### src/rtl/regfile_pkg.sv
// -----------------------------------------------------------------------------
// regfile_pkg
// Shared constants and types for the scoreboarded register file.
//   DATA_W_DEFAULT / ADDR_W_DEFAULT / CNT_W_DEFAULT : default geometry
//   REG_ZERO        : hardwired-zero register index
//   DBG_IDX_DEFAULT : register shown on the board debug tap
//   reg_idx_t / reg_data_t : index and data types at default geometry
// -----------------------------------------------------------------------------
package regfile_pkg;

    localparam int unsigned DATA_W_DEFAULT  = 32;
    localparam int unsigned ADDR_W_DEFAULT  = 5;
    localparam int unsigned CNT_W_DEFAULT   = 2;
    localparam int unsigned REG_ZERO        = 0;
    localparam int unsigned DBG_IDX_DEFAULT = 19;

    typedef logic [ADDR_W_DEFAULT-1:0] reg_idx_t;
    typedef logic [DATA_W_DEFAULT-1:0] reg_data_t;

endpackage

### src/rtl/regfile_sb_cnt.sv
// -----------------------------------------------------------------------------
// regfile_sb_cnt
// One pending-write counter of the scoreboard. Saturates at 2**CNT_W-1 on
// increment and at 0 on decrement; simultaneous inc and dec cancel out.
// Ports:
//   clk, rst_n : clock, asynchronous active-low reset
//   inc        : an issue targeting this register was accepted
//   dec        : write-back to this register
//   cnt        : current outstanding-write count
//   full       : count is at its maximum
// -----------------------------------------------------------------------------
module regfile_sb_cnt
    import regfile_pkg::*;
#(
    parameter int unsigned CNT_W = CNT_W_DEFAULT
) (
    input  logic             clk,
    input  logic             rst_n,
    input  logic             inc,
    input  logic             dec,
    output logic [CNT_W-1:0] cnt,
    output logic             full
);

    logic [CNT_W-1:0] cnt_q;
    logic [CNT_W-1:0] cnt_d;

    assign cnt  = cnt_q;
    assign full = (cnt_q == '1);

    always_comb begin
        cnt_d = cnt_q;
        if (inc && !dec && !full) begin
            cnt_d = cnt_q + CNT_W'(1);
        end else if (dec && !inc && (cnt_q != '0)) begin
            cnt_d = cnt_q - CNT_W'(1);
        end
    end

    always_ff @(posedge clk or negedge rst_n) begin
        if (!rst_n) begin
            cnt_q <= '0;
        end else begin
            cnt_q <= cnt_d;
        end
    end

endmodule

### src/rtl/regfile_sb.sv
// -----------------------------------------------------------------------------
// regfile_sb
// Register file with NUM_RD combinational read ports, a per-register
// pending-write scoreboard for ID-stage hazard detection, hardwired-zero
// register 0 and a fixed debug tap.
// Build option: define REGFILE_BYPASS_EN for a write-first bypass on the read
// ports (and the matching same-cycle busy release); undefined, reads see only
// stored contents and the new value appears one cycle after the write.
// Ports:
//   clk, rst_n : clock, asynchronous active-low reset
//   rd_addr    : packed read indices, port k at [k*ADDR_W +: ADDR_W]
//   rd_data    : packed read data, port k at [k*DATA_W +: DATA_W]
//   rd_busy    : port k source still has an unresolved pending write
//   we, wr_addr, wr_data : write-back port
//   iss_valid, iss_addr  : ID issues an instruction writing iss_addr
//   iss_ok     : issue accepted (pending counter of iss_addr not saturated)
//   dbg_data   : stored contents of register DBG_IDX
// -----------------------------------------------------------------------------
module regfile_sb
    import regfile_pkg::*;
#(
    parameter int unsigned DATA_W  = DATA_W_DEFAULT,
    parameter int unsigned ADDR_W  = ADDR_W_DEFAULT,
    parameter int unsigned NUM_RD  = 2,
    parameter int unsigned CNT_W   = CNT_W_DEFAULT,
    parameter int unsigned DBG_IDX = DBG_IDX_DEFAULT
) (
    input  logic                     clk,
    input  logic                     rst_n,
    input  logic [NUM_RD*ADDR_W-1:0] rd_addr,
    output logic [NUM_RD*DATA_W-1:0] rd_data,
    output logic [NUM_RD-1:0]        rd_busy,
    input  logic                     we,
    input  logic [ADDR_W-1:0]        wr_addr,
    input  logic [DATA_W-1:0]        wr_data,
    input  logic                     iss_valid,
    input  logic [ADDR_W-1:0]        iss_addr,
    output logic                     iss_ok,
    output logic [DATA_W-1:0]        dbg_data
);

    localparam int unsigned DEPTH = 2 ** ADDR_W;
    localparam logic [ADDR_W-1:0] ZERO_IDX = ADDR_W'(REG_ZERO);

    logic [DATA_W-1:0]            regs_q [DEPTH];
    logic [DEPTH-1:0][CNT_W-1:0]  cnt;
    logic [DEPTH-1:0]             full;

    // Storage. Entry 0 is reset and never written, so it reads 0 forever.
    always_ff @(posedge clk or negedge rst_n) begin
        if (!rst_n) begin
            for (int i = 0; i < DEPTH; i++) begin
                regs_q[i] <= '0;
            end
        end else if (we && (wr_addr != ZERO_IDX)) begin
            regs_q[wr_addr] <= wr_data;
        end
    end

    // A same-cycle write to the issue target frees a slot, so a full counter
    // still accepts the issue (inc and dec then cancel).
    assign iss_ok = !full[iss_addr] || (we && (wr_addr == iss_addr));

    // Scoreboard counters; index 0 is constant zero.
    for (genvar i = 0; i < DEPTH; i++) begin : g_cnt
        if (i == REG_ZERO) begin : g_zero
            assign cnt[i]  = '0;
            assign full[i] = 1'b0;
        end else begin : g_live
            logic inc;
            logic dec;
            assign inc = iss_valid && iss_ok && (iss_addr == ADDR_W'(i));
            assign dec = we && (wr_addr == ADDR_W'(i));
            regfile_sb_cnt #(
                .CNT_W (CNT_W)
            ) u_cnt (
                .clk   (clk),
                .rst_n (rst_n),
                .inc   (inc),
                .dec   (dec),
                .cnt   (cnt[i]),
                .full  (full[i])
            );
        end
    end

    // Read ports
    for (genvar k = 0; k < NUM_RD; k++) begin : g_rd
        logic [ADDR_W-1:0] addr;
        logic [DATA_W-1:0] stored;
        logic [CNT_W-1:0]  src_cnt;

        assign addr    = rd_addr[k*ADDR_W +: ADDR_W];
        assign stored  = regs_q[addr];
        assign src_cnt = cnt[addr];

`ifdef REGFILE_BYPASS_EN
        logic hit;
        assign hit = we && (wr_addr == addr) && (addr != ZERO_IDX);
        // Gated so a write presented during reset cannot leak through the bypass.
        assign rd_data[k*DATA_W +: DATA_W] = !rst_n ? '0 : (hit ? wr_data : stored);
        // The last outstanding producer resolving this cycle is visible via bypass.
        assign rd_busy[k] = (src_cnt != '0) && !(hit && (src_cnt == CNT_W'(1)));
`else
        assign rd_data[k*DATA_W +: DATA_W] = !rst_n ? '0 : stored;
        assign rd_busy[k] = (src_cnt != '0);
`endif
    end

    assign dbg_data = regs_q[DBG_IDX];

endmodule

### config.mk
export PLATFORM = sky130hd
export DESIGN_NAME = regfile_sb
export DESIGN_NICKNAME = d
export VERILOG_FILES = /design/src/rtl/regfile_pkg.sv /design/src/rtl/regfile_sb_cnt.sv /design/src/rtl/regfile_sb.sv
export SDC_FILE = /design/constraint.sdc
export NUM_CORES = 2
export LEC_CHECK = 0
export BUFFER_PORTS_ARGS = -buffer_cell sky130_fd_sc_hd__buf_2
export CAP_MARGIN = 40
export CORE_ASPECT_RATIO = 0.5
export CORE_MARGIN = 10
export CORE_UTILIZATION = 49
export DETAILED_ROUTE_END_ITERATION = 10
export PLACE_DENSITY = 0.75
export SYNTH_ARGS = -nofsm -noshare
export SYNTH_HDL_FRONTEND = slang
export SYNTH_HIERARCHICAL = 1
export SYNTH_SLANG_ARGS = --single-unit
export TNS_END_PERCENT = 100
### constraint.sdc
create_clock -name clk -period 3.1 [get_ports clk]
set_input_delay 0.62 -clock clk [delete_from_list [all_inputs] [get_ports clk]]
set_output_delay 0.62 -clock clk [all_outputs]
set_load 0.1 [all_outputs]
After elaboration in Yosys (flattened, before gate mapping)
Cells that the tools add are included.
{ "classes": {"bitwise": 3, "magnitude_cmp": 7, "muxes": 79, "eq_ne": 94, "n_reduce_logical": 350, "n_addsub": 62} }
{ "ops": {"columns": ["cell", "n"], "rows": [
  ["$bwmux 1024", 1],
  ["$bmux 32 s5", 2],
  ["$mux 32", 7],
  ["$logic_and 1x1->1", 190],
  ["$demux 32 s5", 1],
  ["$eq 5x5->1 const B", 32],
  ["$mux 2", 64],
  ["$reduce_bool 2->1", 64],
  ["$logic_not 1->1", 94],
  ["$eq 5x4->1 const B", 16],
  ["$add 2x1->2 const B", 31],
  ["$eq 2x2->1 const B", 31],
  ["$sub 2x1->2 const B", 31],
  ["$eq 5x3->1 const B", 8],
  ["$bmux 2 s5", 2],
  ["$eq 5x2->1 const B", 4],
  ["$ge 6x6->1 const B", 3],
  ["$lt 5x6->1 const B", 3],
  ["$not 5->6", 3],
  ["$eq 5x1->1 const B", 2],
  ["$lt 6x1->1 const B", 1],
  ["$bmux 1 s5", 1],
  ["$eq 5x5->1", 1],
  ["$reduce_bool 5->1", 1],
  ["2 further kinds", 2]
]} }
{ "word_totals": {"inputBits": 56, "out_inout_bits": 99, "register_bits": 1086} }

Depth between registers and ports, before layout
{ "depth": {"depth_word": 12, "ltp_mapped": 11, "mapped_depth_nobuf": 9} }

Modules after synthesis
Netlist, hierarchy kept.
{ "modules_own_cells": {"columns": ["mod", "seq_area_each_um2", "instances", "cells_per_inst", "area_per_inst_um2"], "rows": [
  ["regfile_sb", 25624.6, 1, 4149, 55992.5],
  ["regfile_sb_cnt", 50.0, 31, 13, 111.4]
]} }

Worst setup path before layout
Ideal clock, no wire load.
{ "synth_path": {"path_kind": "input -> output", "from": "in rd_addr[0]", "to": "out rd_busy[0]", "n_path_buf": 3, "t_arrival_ns": 4.075, "setup_slack_ns": -1.595, "required_time_ns": 2.480, "path_stages": 6, "cell_sequence": "clkbuf_1 buf_2 buf_2 mux4_2 a21o_1 a211oi_1"} }
{ "synth_via": {"elab_chain_len": 3} }
{ "synth_lines": {"columns": ["item", "line", "source"], "rows": [
  ["from (decl)", "regfile_sb.sv:30", "input logic [NUM_RD*ADDR_W-1:0] rd_addr,"],
  ["$bmux 2 s5", "regfile_sb.sv:95", "assign src_cnt = cnt[addr];"],
  ["$mux 2 (implied by the code)", "regfile_sb.sv:95", null],
  ["$reduce_bool 2->1", "regfile_sb.sv:106", "assign rd_busy[k] = (src_cnt != '0);"],
  ["to (decl)", "regfile_sb.sv:32", "output logic [NUM_RD-1:0] rd_busy,"]
]} }
Every way passes these cells. The select of a mux whose other input is x is not followed.

Worst setup path in the final report
{ "layout_path": {"from": "reg g_cnt[21].g_live.u_cnt.cnt_q[1]", "to": "out rd_busy[0]"} }
{ "layout_via": {"elab_chain_len": 3} }
{ "layout_lines": {"columns": ["item", "line", "source"], "rows": [
  ["from (decl)", "regfile_sb_cnt.sv:25", "logic [CNT_W-1:0] cnt_q;"],
  ["from (signal assigned)", "regfile_sb_cnt.sv:44", "cnt_q <= cnt_d;"],
  ["$bmux 2 s5", "regfile_sb.sv:95", null],
  ["$mux 2 (implied by the code)", "regfile_sb.sv:95", null],
  ["$reduce_bool 2->1", "regfile_sb.sv:106", null]
]} }
Every way passes these cells. The select of a mux whose other input is x is not followed.

==> key figures <==
STA
  • Setup-failing EPs final: 4
  • Setup ws final: -0.09666 ns
  • Max Slew Vio Count: 0
  • RSZ-0062 raised after global routing: true
  • Min cycle time layout: 3.197 ns
  • Slew margin rel.: 0.3832
  • Max Fclk: 312.8 MHz
  • Clk_skew: 0.008553 ns
  • Fin crit share: 1.031
  • Final hold vios: 0
  • Slew @ Worst Pin: 0.9252 ns

Route
  • Post-Route WL: 190.7 mm
  • Iter 0 DRT Violations: 5,328
  • First-pass DRT Iterations: 6
  • Via-to-Cell Ratio: 6.693
  • Wire length per cell: 29.83 µm
  • Total number of vias: 42,780
  • DRC viols: 0
  • ANT nets after route: 0

Layout
  • Post-route insts no fill: 6,392
  • Share of cells above drive strength 1: 0.4575
  • Final core occ: 0.5808
  • Finished layout cell area: 0.06998 mm²
  • Area Overhead vs Synth: 17.73%
  • # fillers: 8,889
  • Final net count: 4,741

Logic synthesis
  • Syn avg cell area: 13.06 µm²
  • Most used DFF post-synth: dfrtp_1
  • Post-synthesis mux area share: 0.3889
  • Flop and latch count out of synthesis: 1,086
  • Largest cells by area after synthesis: dfrtp_1, mux4_2, mux2_2
  • Post-Synth Adder-Cell Area: 0
  • Synth Cell Area: 0.05944 mm²
  • Top cells by count, synth: dfrtp_1, mux2_2, nand2_1
  • Cell taking the most area after synthesis: dfrtp_1
  • YS warnings: 6
  • Post-synth cell types: 45
  • Register area share after synthesis: 0.4572
  • Largest family of logic cells by synthesized area: multiplexers
  • Synth Area in XOR/XNOR: 0.0007367
  • Mapped Cells: 4,552
  • Top-count cell post-synth: dfrtp_1
  • Post-Syn Nets: 4,608
  • Number of synthesized flops with an enable pin: 0
  • Compound-Gate Fraction of Synth Area: 0.02873
  • Post-Synth Simple-Gate Area: 0.08718
  • Synth top area share: 0.4572
  • Fraction of registers with async set or reset after synthesis: 1.000

Pwr
  • Total power: 43.91 mW
  • PwrDens: 627.4 mW/mm²
  • Clock share of power: 0.319
  • Comb pwr share: 0.249
  • Internal Pwr Total: 30.55 mW
  • NetSw: 13.36 mW
  • Switching share of power: 0.3042
  • Worst vdd ir: 421.5 µV
  • P_leak: 31.24 nW
  • Reg power frac: 0.432

Placement
  • Placed cell areas: 0.06458 mm²
  • Gpl congestion: 0.9038
  • Port Buffers: 154
  • DPL Wire Length: 116.1 mm
  • Placed insts: 6,127

Clocking
  • H-tree levels: 3
  • CTS buffer count: 102
  • Clk root buf: clkbuf_16
  • Clock buffer depth: 3
  • CTS tree: done
  • Worst-path clk slew: 0.07 ns
  • Clk_lat worst skew: 0.71 ns
  • Sink Count: 1,086

Setup path
  • Reg2Reg Depth: 11
  • R2r setup slk: 0 ns
  • Critical Path RT: 2.48 ns
  • Startpoint Class: register
  • Max FO, Critical Path: 7
  • CP Class: reg -> out
  • Critical path capture point type: output port
  • End of the worst register-to-register path: g_cnt[7].g_live.u_cnt/cnt[0]
  • RR Startpoint: g_cnt[14].g_live.u_cnt/cnt[0]
  • Critical path data arrival time: 2.58 ns
  • End of the critical path: rd_busy[0]
  • Crit path launch: g_cnt[21].g_live.u_cnt/cnt[1]

Flow run
  • Max-Cap Viols: 0

Floorplanning
  • Chip width: 512.6 µm
  • Initial Util: 0.4934
  • Placeable Area: 0.1205 mm²
  • Die span in y: 266.3 µm
  • Site Rows: 90
  • Die area: 0.1365 mm²
  • # IOs: 155

Global routing
  • GR Overflow Total: 0
  • Initial antenna violation count: 11
  • Number of global-route vias before repair: 44,280
  • First-pass GRT wire length: 281.9 mm
  • Largest net degree at the start of global routing: 65
  • GRT Total Usage: 0.2699

Worst hold path
  • Type of the worst min-delay path: in -> async

Run status
  • Failing checks: negative setup slack
  • Outcome: finished with violations
## metal layers
| layer | GRT usage | vias up | routed length (µm) |
|---|---|---|---|
| met1 | 0.3535 | 22410 | 71640 |
| met4 | 0.1240 | 14 | 8962 |
| met5 | 0 | - | 110 |
| met2 | 0.4150 | 2746 | 87670 |
| li1 | - | 17020 | - |
| met3 | 0.08021 | 586 | 22290 |
## flip-flops by register name, summed over array words and instances, names as in the netlist
name and cells:
regs_q 992, dbg_data 32, g_cnt.g_live.u_cnt/cnt 62
## layout by cell type, fill, tap and decap left out, types with 6 or more instances in the layout
master,netlist,routed
buf_12,0,148
clkbuf_16,0,112
mux4_2,524,525
inv_1,17,9
diode_2,0,8
nor2_4,0,23
and2_1,34,27
nor2b_1,43,39
buf_16,0,18
inv_2,0,8
nand2_2,0,15
and3_4,0,24
dfrtp_2,0,12
mux2i_2,0,23
nand2b_1,66,66
clkinvlp_4,0,9
clkbuf_1,243,8
nor3_2,1,11
buf_4,46,217
mux2_2,769,769
and3_2,0,40
clkbuf_8,0,17
a22oi_1,129,126
nor2_1,92,76
mux2i_1,260,229
buf_2,116,82
mux2i_4,0,8
buf_6,4,22
a21oi_1,82,80
nand2_1,694,679
o21ai_0,38,36
and3b_1,31,31
bufinv_16,0,18
dfrtp_1,1086,1074
nor3_1,82,71
clkinv_2,0,31
nand3b_1,6,6
## cell type report
type                            count  area (µm²)  share of cell area
Multi-Input combinational cell   2968       30780              0.4398
Tap cell                         1610        2014             0.02878
Antenna cell                        8       20.02           0.0002861
Timing Repair Buffer              510        6193             0.08850
Sequential cell                  1086       27190              0.3885
Clock buffer                      127        2839             0.04057
Clock inverter                     66       885.9             0.01266
Inverter                           17       63.81           0.0009118
## what timing repair did
item / in CTS / in global routing
pin swaps: 6 / 9
endpoints found under the hold margin: 35 / 0
endpoints found under the setup margin: 54 / 62
setup buffers: 27 / 19
hold buffers: 6 / 0
gates cloned: 6 / 8
gates resized for setup: 99 / 112
## worst max-delay path: stages, from the launching register on
cell and delay (ns):
dfrtp_2 0.44, nor3_2 0.21, a21oi_2 0.05, mux4_2 0.52, a221oi_4 0.37, a211oi_4 0.08, buf_12 0.18
## how the worst min path moves through the flow
stage / from / end / slack (ns) / cells past startpoint
finish: rst_n / regs_q[629] / 0.12 / 3
global route: rst_n / regs_q[597] / 0.08 / 3
CTS: rst_n / regs_q[565] / 0.07 / 3
detailed placement: regs_q[1020] / regs_q[1020] / 0.38 / 0
global placement: regs_q[992] / regs_q[992] / 0.38 / 0
floorplan: rst_n / dbg_data[0] / 0.32 / 0
## kinds of logic after synthesis
logic type	count (synthesis)
DFF	1086
xor gates and xnor gates	5
and+or+nand+nor	1144
AOI/OAI and AO/OA	264
buffers and inverters	498
muxes	1555
## through the flow
step | hold WS, ns | worst slack (ns) | setup TNS (ns)
detailed placement | 0.3820 | -0.3288 | -9.154
global route | 0.08381 | -0.2142 | -0.6573
CTS | 0.06832 | -0.1213 | -0.2009
floorplan | 0.3244 | -0.2339 | -0.2339
global placement | 0.3768 | -0.2079 | -4.174
finish | 0.1202 | -0.09666 | -0.1785
## power by group through the flow
stage	clock, mW	sequential, mW	combinational, mW
after floorplan	0	18.3	7.89
after global placement	0	18.7	9.95
after detailed placement	0	19.1	10.3
after CTS	14.1	18.8	10.6
after global routing	14.7	19.2	11.5
final	14.0	19.0	10.9
No activity file was read; power rests on OpenSTA's default activity.
